### config.mk
export PLATFORM = sky130hd
export DESIGN_NAME = interrupt_block
export DESIGN_NICKNAME = d
export VERILOG_FILES = /design/src/rtl/interrupt_block.sv
export SDC_FILE = /design/constraint.sdc
export NUM_CORES = 1
export LEC_CHECK = 0
export BUFFER_PORTS_ARGS = -buffer_cell sky130_fd_sc_hd__clkbuf_2
export CORE_MARGIN = 8
export CORE_UTILIZATION = 30
export CTS_CLUSTER_DIAMETER = 30
export CTS_CLUSTER_SIZE = 8
export DETAILED_ROUTE_END_ITERATION = 12
export SYNTH_ARGS = -nofsm -noshare
export SYNTH_HDL_FRONTEND = slang
export SYNTH_SLANG_ARGS = --single-unit
### constraint.sdc
create_clock -name clk -period 3.74 [get_ports clk]
set_clock_uncertainty 0.2 [all_clocks]
set_input_delay 0.748 -clock clk [delete_from_list [all_inputs] [get_ports clk]]
set_output_delay 0.748 -clock clk [all_outputs]
set_load 0.005 [all_outputs]
### src/rtl/interrupt_block.sv
// Request/service core of an 8259-style interrupt controller: IRR latching,
// fixed-priority resolution, and ISR handling across INTA pulses and EOI.
module interrupt_block (
  input  logic       clk,
  input  logic       reset,
  input  logic       set,
  input  logic       i0,
  input  logic       i1,
  input  logic       i2,
  input  logic       i3,
  input  logic       i4,
  input  logic       i5,
  input  logic       i6,
  input  logic       i7,
  input  logic       level_or_edge_flag,
  input  logic [7:0] mask,
  input  logic       aeoi,
  input  logic       eoi,
  input  logic [1:0] intAcounter,
  output logic       INTtocontrol,
  output logic [2:0] ISRtocontrol
);

  // INTA protocol: control steps intAcounter 00 -> 01 (capture) -> 10 (release);
  // only a change into 01 or 10 acts, so a held count never retriggers.
  logic [7:0] irr;
  logic [7:0] isr;
  logic [7:0] in_prev;
  logic [1:0] inta_prev;
  logic       eoi_prev;
  logic [2:0] ack_idx;
  logic       ack_valid;

  logic [7:0] lines;
  logic [7:0] req;
  logic       req_found;
  logic [2:0] req_idx;
  logic       isr_found;
  logic [2:0] isr_idx;
  logic       cand_valid;
  logic       first_inta;
  logic       second_inta;
  logic       eoi_rise;
  logic [7:0] isr_next;
  logic [7:0] irr_next;
  logic [7:0] irr_clr;

  assign lines = {i7, i6, i5, i4, i3, i2, i1, i0};
  assign req   = irr & ~mask;

  // Scanning from 7 down to 0 leaves the lowest set index in each result.
  always_comb begin
    req_found = 1'b0;
    req_idx   = 3'd0;
    isr_found = 1'b0;
    isr_idx   = 3'd0;
    for (int n = 7; n >= 0; n--) begin
      if (req[n]) begin
        req_found = 1'b1;
        req_idx   = 3'(n);
      end
      if (isr[n]) begin
        isr_found = 1'b1;
        isr_idx   = 3'(n);
      end
    end
  end

  // Fully nested: only a request above every in-service level may interrupt.
  assign cand_valid   = req_found && (!isr_found || (req_idx < isr_idx));
  assign INTtocontrol = cand_valid;

  assign first_inta  = (intAcounter == 2'b01) && (inta_prev != 2'b01);
  assign second_inta = (intAcounter == 2'b10) && (inta_prev != 2'b10);
  assign eoi_rise    = eoi && !eoi_prev;

  always_comb begin
    isr_next = isr;
    irr_clr  = 8'h00;
    if (eoi_rise && isr_found) begin
      isr_next[isr_idx] = 1'b0;
    end
    if (second_inta && aeoi && ack_valid) begin
      isr_next[ack_idx] = 1'b0;
    end
    if (first_inta && cand_valid) begin
      isr_next[req_idx] = 1'b1;
      irr_clr[req_idx]  = 1'b1;
    end
    if (level_or_edge_flag) begin
      irr_next = lines & ~irr_clr;
    end else begin
      irr_next = (irr | (lines & ~in_prev)) & ~irr_clr;
    end
  end

  always_ff @(posedge clk or posedge reset) begin
    if (reset) begin
      irr          <= 8'h00;
      isr          <= 8'h00;
      in_prev      <= 8'h00;
      inta_prev    <= 2'b00;
      eoi_prev     <= 1'b0;
      ack_idx      <= 3'd0;
      ack_valid    <= 1'b0;
      ISRtocontrol <= 3'd0;
    end else begin
      inta_prev <= intAcounter;
      eoi_prev  <= eoi;
      if (set) begin
        irr       <= 8'h00;
        isr       <= 8'h00;
        in_prev   <= 8'h00;
        ack_valid <= 1'b0;
      end else begin
        irr     <= irr_next;
        isr     <= isr_next;
        in_prev <= lines;
        if (first_inta) begin
          ISRtocontrol <= cand_valid ? req_idx : 3'b111;
          ack_idx      <= req_idx;
          ack_valid    <= cand_valid;
        end else if (second_inta) begin
          ack_valid <= 1'b0;
        end
      end
    end
  end

endmodule

==> flow_summary.yaml, run 1 <==
run_status:
  status: "completed"
worst_setup_path:
  worst_ep_required_time_ps: 2790
  crit_type: "in -> out"
  worstSetupEndpointType: "primary output"
  ff2ff_setup_slack_ps: 1240
  timing.rr.end: "irr[4]$_DFF_PP0_"
  rr_startpoint: "isr[6]$_DFF_PP0_"
  start_kind: "input pin"
  reg2regPathDepth: 7
  cp_max_fo: 5
  crit_arrival_ps: 2590
clock_network:
  ctsResizeCount: 0
  h-tree-depth: 2
  post-cts-setup-buffer-count: 0
  tritoncts: "built"
  numCtsBuffers: 5
  cts_root_buf: "clkbuf_8"
  clock_sinks: 34
  clk_latency_ps: 290
  clk_path_buf_depth: 2
  ctsHoldBuffers: 0
  clk_pin_slew_worst_paths_ps: 60
routing:
  viasPerCell: 5.170
  route.met3.wl_um: 137
  route.detailed.drc: 0
  ant_nets: 0
  top_layer_used: "met4"
  first_pass_iters: 4
  drtIter0Drc: 60
  wl_met2_mm: 2.325
  vias: 1582
  wirelength_mm: 4.729
  wl_met1_mm: 2.186
  wl_per_cell_um: 15.45
die:
  die_area_um2: 9213
  die_x_um: 95.99
  initial_core_util_pct: 30.58
  core_um2: 6277
  pin_count: 28
  fp-row-count: 29
  die_h_um: 95.99
sta:
  period_share_pct: 94.50
  slew_viol_final: 0
  setup_tns_ps: 0
  period_needed_ps: 3534
  rsz0062_at_grt: "false"
  setup_viol: 0
  relSlewSlack_pct: 52.51
  worstMarginPinSlew_ps: 711.5
  fmax_mhz: 282.9
  holdWs_ps: 342.8
  hold_viol: 0
grt:
  grt_use_total_pct: 11.23
  grt_pass1_vias: 1664
  grt_max_degree: 26
  grt_first_pass_wirelength_mm: 7.983
  globalRouteOverflowTotal: 0
  antenna_found_initial: 0
layout:
  fill_cells: 643
  nNetsFinal: 254
  diodes: 0
  syn_to_final_growth_pct: 16.82
  utilization_pct: 35.72
  layout_common_cells: "dfrtp_1 (34), clkbuf_2 (27), nand2_1 (16), nor2b_1 (15), inv_1 (13)"
  drive_above_1_share_pct: 24.89
  final_common_cell: "dfrtp_1"
logic_synthesis:
  netlist_instances: 196
  yosys_most_used_dff: "dfrtp_1"
  synth_warnings: 0
  synth_edf_count: 0
  ys_seq_area_share_pct: 44.33
  syn-mean-instance-area_um2: 9.793
  async_reset_ff_share_pct: 100.0
  synth-seq-cells: 34
  synthesis.nets: 222
  ys_types: 56
  synth.cell_area_um2: 1919
placement:
  dp_hpwl_mm: 3.680
  portBuffers: 27
  routabilityCongestion: 0.8483
worst_hold_path:
  hp-start: "irr[5]$_DFF_PP0_"
  hold_depth: 2
  min_to: "irr[5]$_DFF_PP0_"
  min_path_type: "reg -> reg"
job:
  max_cap_viol_count: 0
pwr:
  ir_drop_uv: 205.0
  power_density_nw_per_um2: 392.5
  p_leak_uw: 0.0009820
[power breakdown]
| part | leakage, uW | internal [uW] | switching, uW |
|---|---|---|---|
| Clock | 0.0000482 | 148 | 128 |
| Combinational | 0.000498 | 78.4 | 104 |
| Sequential | 0.000436 | 397 | 23.5 |
[per-layer routing]
metal	GRT usage, %	up-vias
li1	-	783
met1	13.37	762
met2	18.90	30
met3	2.730	7
met4	4.609	0
met5	0	-
[worst max-delay path by stage]
stage	startpoint	endpoint	slack, ps	cells past startpoint
after floorplan	mask[0]	INTtocontrol	500	8
after global placement	mask[4]	INTtocontrol	270	10
after detailed placement	mask[4]	INTtocontrol	190	10
after CTS	mask[4]	INTtocontrol	190	10
after global routing	mask[4]	INTtocontrol	30	10
final	mask[4]	INTtocontrol	210	10
[worst max-delay path, stage by stage]
cell and delay (ps):
clkbuf_2 80, nor2b_1 240, nor2_1 130, a31oi_1 270, ha_1 320, a21oi_1 230
a21o_4 170, a31o_2 150, and2_1 130, clkbuf_2 110
[state kept, by name, indices dropped and copies added, names as in the netlist]
register / count
ISRtocontrol: 3
ack_idx: 3
ack_valid: 1
eoi_prev: 1
in_prev: 8
inta_prev: 2
irr: 8
isr: 8
[kinds of logic (layout without fill, tap and decap cells)]
group           Yosys count  after routing  synth area share, %
compound gates           58             58                24.51
flops                    34             34                44.33
buf+inv                  18             51                3.716
fa+ha+maj                 2              2                1.304
mux                       1              1               0.5867
simple gates             83             83                25.55
[area by class of cell]
| type | count | area, um^2 | area share, % |
|---|---|---|---|
| timing repair buffer | 30 | 157.7 | 7.031 |
| sequential | 34 | 850.8 | 37.95 |
| multi-input combinational | 144 | 997.2 | 44.48 |
| inverter | 13 | 48.80 | 2.176 |
| tap | 77 | 96.34 | 4.297 |
| clock buffer | 7 | 86.33 | 3.850 |
| clock inverter | 1 | 5.005 | 0.2232 |
[cells in the mapped netlist (2+ instances only)]
cell / n / area, um^2
nand2b_1: 8 / 50.05
a21boi_0: 2 / 15.01
nand2_1: 16 / 60.06
o2111ai_1: 2 / 17.52
a21oi_1: 10 / 50.05
a221oi_1: 2 / 17.52
inv_1: 13 / 48.80
a31oi_1: 3 / 18.77
nor3_1: 5 / 25.02
and2_1: 2 / 12.51
o211ai_1: 3 / 22.52
nor3b_1: 2 / 15.01
clkbuf_1: 4 / 15.01
ha_1: 2 / 25.02
nand3_1: 5 / 25.02
nor2_1: 11 / 41.29
dfrtp_1: 34 / 850.8
a221oi_2: 3 / 45.04
nor2b_1: 15 / 93.84
o41ai_2: 2 / 32.53
o31a_1: 2 / 17.52
o21ai_0: 8 / 40.04
nand4_1: 2 / 12.51
a21o_1: 4 / 30.03
nand3b_1: 3 / 22.52
nor4b_2: 2 / 30.03
nor4_1: 2 / 12.51
[per-stage QoR]
step                area, um^2  worst slack, ps  power [uW]  std cells
floorplan                 1919            495.8       547.8        196
global placement          2151            269.0       608.4        298
detailed placement        2151            191.8       610.8        298
CTS                       2242            187.0       892.6        306
global route              2242            26.70       932.2        306
finish                    2242            205.7       880.0        306
(Power assumes the default switching activity.)
==> inputs of run 2 (changes only) <==
- ABC_AREA: unset -> 1
==> flow_summary.yaml, run 2 <==
run_status:
  status: "completed"
sta:
  period_needed_ps: 3403
  relSlewSlack_pct: 70.21
  period_share_pct: 91.00
  fmax_mhz: 293.8
  worstMarginPinSlew_ps: 446.8
  rsz0062_at_grt: "false"
  hold_viol: 0
  slew_viol_final: 0
  setup_tns_ps: 0
  setup_viol: 0
clock_network:
  h-tree-depth: 2
  clock_sinks: 34
  clk_pin_slew_worst_paths_ps: 60
  numCtsBuffers: 5
  ctsResizeCount: 0
  clk_path_buf_depth: 2
  clk_latency_ps: 280
  ctsHoldBuffers: 0
  post-cts-setup-buffer-count: 0
  cts_root_buf: "clkbuf_8"
  tritoncts: "built"
pwr:
  netSwitchingPower_uw: 258.7
  power_density_nw_per_um2: 387.9
  ir_drop_uv: 199.0
  p_leak_uw: 0.001155
  p_comb_share_pct: 21.4
  p_seq_share_pct: 48.9
  clock_power_share_pct: 29.8
  switching_share_pct: 30.37
  power.internal_uw: 593.1
logic_synthesis:
  synth.cell_area_um2: 1892
  async_reset_ff_share_pct: 100.0
  synth_edf_count: 0
  synthTopCellsByArea: "dfrtp_1 (45%), inv_1 (13%), nand2_1 (8.3%), nor2_1 (6.0%), o21ai_0 (5.0%)"
  ys_seq_area_share_pct: 44.97
  syn-mean-instance-area_um2: 7.333
  synth-seq-cells: 34
  yosysMostFrequentCell: "inv_1"
  yosys_most_used_dff: "dfrtp_1"
  ys_types: 24
  yosysTopAreaCell: "dfrtp_1"
  synth_top_area_share_pct: 44.97
  synthTopCellsByCount: "inv_1 (65), nand2_1 (42), dfrtp_1 (34), nor2_1 (30), o21ai_0 (19)"
  netlist_instances: 258
  synthesis.nets: 284
  synth_warnings: 0
worst_hold_path:
  min_path_type: "reg -> reg"
worst_setup_path:
  crit_end: "INTtocontrol"
  ff2ff_setup_slack_ps: 1350
  timing.rr.end: "isr[2]$_DFF_PP0_"
  cp_max_fo: 9
  crit_arrival_ps: 2460
  critPathLaunch: "mask[0]"
  start_kind: "input pin"
  worstSetupEndpointType: "primary output"
  rr_startpoint: "irr[0]$_DFF_PP0_"
  reg2regPathDepth: 12
  crit_type: "in -> out"
  worst_ep_required_time_ps: 2790
placement:
  dp_cells: 360
  routabilityCongestion: 0.8281
  dp_hpwl_mm: 3.469
  portBuffers: 27
layout:
  nNetsFinal: 316
  biggestRegsByFlops: "in_prev: 8 flops, irr: 8 flops, isr: 8 flops"
  drive_above_1_share_pct: 17.59
  fill_cells: 706
  layout_common_cells: "inv_1 (65), nand2_1 (42), dfrtp_1 (34), nor2_1 (30), clkbuf_2 (27)"
  final_common_cell: "inv_1"
  syn_to_final_growth_pct: 16.07
  instances_no_fill: 367
  diodes: 0
grt:
  antenna_found_initial: 0
  grt_use_total_pct: 10.97
  grt_max_degree: 35
  globalRouteOverflowTotal: 0
  grt_first_pass_wirelength_mm: 7.886
  grt_pass1_vias: 1742
routing:
  drtIter0Drc: 76
  first_pass_iters: 4
  wl_per_cell_um: 12.04
  vias: 1665
  route.detailed.drc: 0
  ant_nets: 0
  viasPerCell: 4.537
  wirelength_mm: 4.420
die:
  die_x_um: 95.41
  fp-row-count: 29
  die_area_um2: 9103
  pin_count: 28
  initial_core_util_pct: 30.31
  die_h_um: 95.41
  core_um2: 6241
job:
  max_cap_viol_count: 0
run 2: metrics by stage:
stage	setup slack [ps]	cell area [um^2]	utilization, %	hold slack [ps]	total power [uW]
after floorplan	652.1	1892	-	278.0	549.2
after global placement	396.6	2120	33.96	277.4	602.9
after detailed placement	354.5	2120	33.96	274.7	606.6
after CTS	344.1	2196	35.18	291.6	862.3
after global routing	115.1	2196	35.18	322.2	909.4
final	336.5	2196	35.18	284.8	851.8
run 2: cell families after synthesis:
group	Yosys count	synth area share [%]
adders and majority gates	2	1.323
DFF	34	44.97
and+or+nand+nor	106	25.93
buffers and inverters	69	13.82
AOI/OAI and AO/OA	47	13.96
run 2: worst min path at each step:
stage	startpoint	endpoint	slack, ps	depth (start not counted)
3_5_place_dp	ISRtocontrol[0]$_DFFE_PP0P_	ISRtocontrol[0]$_DFFE_PP0P_	270	2
2_1_floorplan	ISRtocontrol[0]$_DFFE_PP0P_	ISRtocontrol[0]$_DFFE_PP0P_	280	2
5_1_grt	ISRtocontrol[2]$_DFFE_PP0P_	ISRtocontrol[2]$_DFFE_PP0P_	320	2
6_report	ISRtocontrol[0]$_DFFE_PP0P_	ISRtocontrol[0]$_DFFE_PP0P_	280	2
3_3_place_gp	ISRtocontrol[0]$_DFFE_PP0P_	ISRtocontrol[0]$_DFFE_PP0P_	280	2
4_1_cts	ISRtocontrol[0]$_DFFE_PP0P_	ISRtocontrol[0]$_DFFE_PP0P_	290	2
run 2: power groups by stage:
| stage | sequential (uW) | combinational, uW | clock (uW) |
|---|---|---|---|
| final | 416 | 182 | 254 |
| after global routing | 420 | 213 | 276 |
| after CTS | 416 | 184 | 262 |
| after detailed placement | 424 | 183 | 0 |
| after global placement | 423 | 180 | 0 |
| after floorplan | 422 | 127 | 0 |
run 2: final cells by class:
cell class                      count  area [um^2]  area share, %
Tap cell                           77        96.34          4.387
Sequential cell                    34        850.8          38.75
Timing Repair Buffer               28        142.6          6.496
Inverter                           66        250.2          11.40
Clock buffer                        7        76.32          3.476
Multi-Input combinational cell    155        779.5          35.50
run 2: critical path: stages:
cell	delay [ps]
clkbuf_2	80
or2_2	320
nand2_1	120
nor2_1	90
o21ai_2	70
inv_1	100
ha_1	320
a21oi_1	180
nand2_2	90
nand2_4	110
nand2_4	70
inv_4	60
clkbuf_2	100
run 2: layer usage:
metal,wire length [um],global-route usage (%),vias to the layer above
met5,0,0,-
met4,82,3.585,0
met3,201,3.701,8
met2,2160,19.45,30
met1,1975,12.02,770
li1,-,-,857
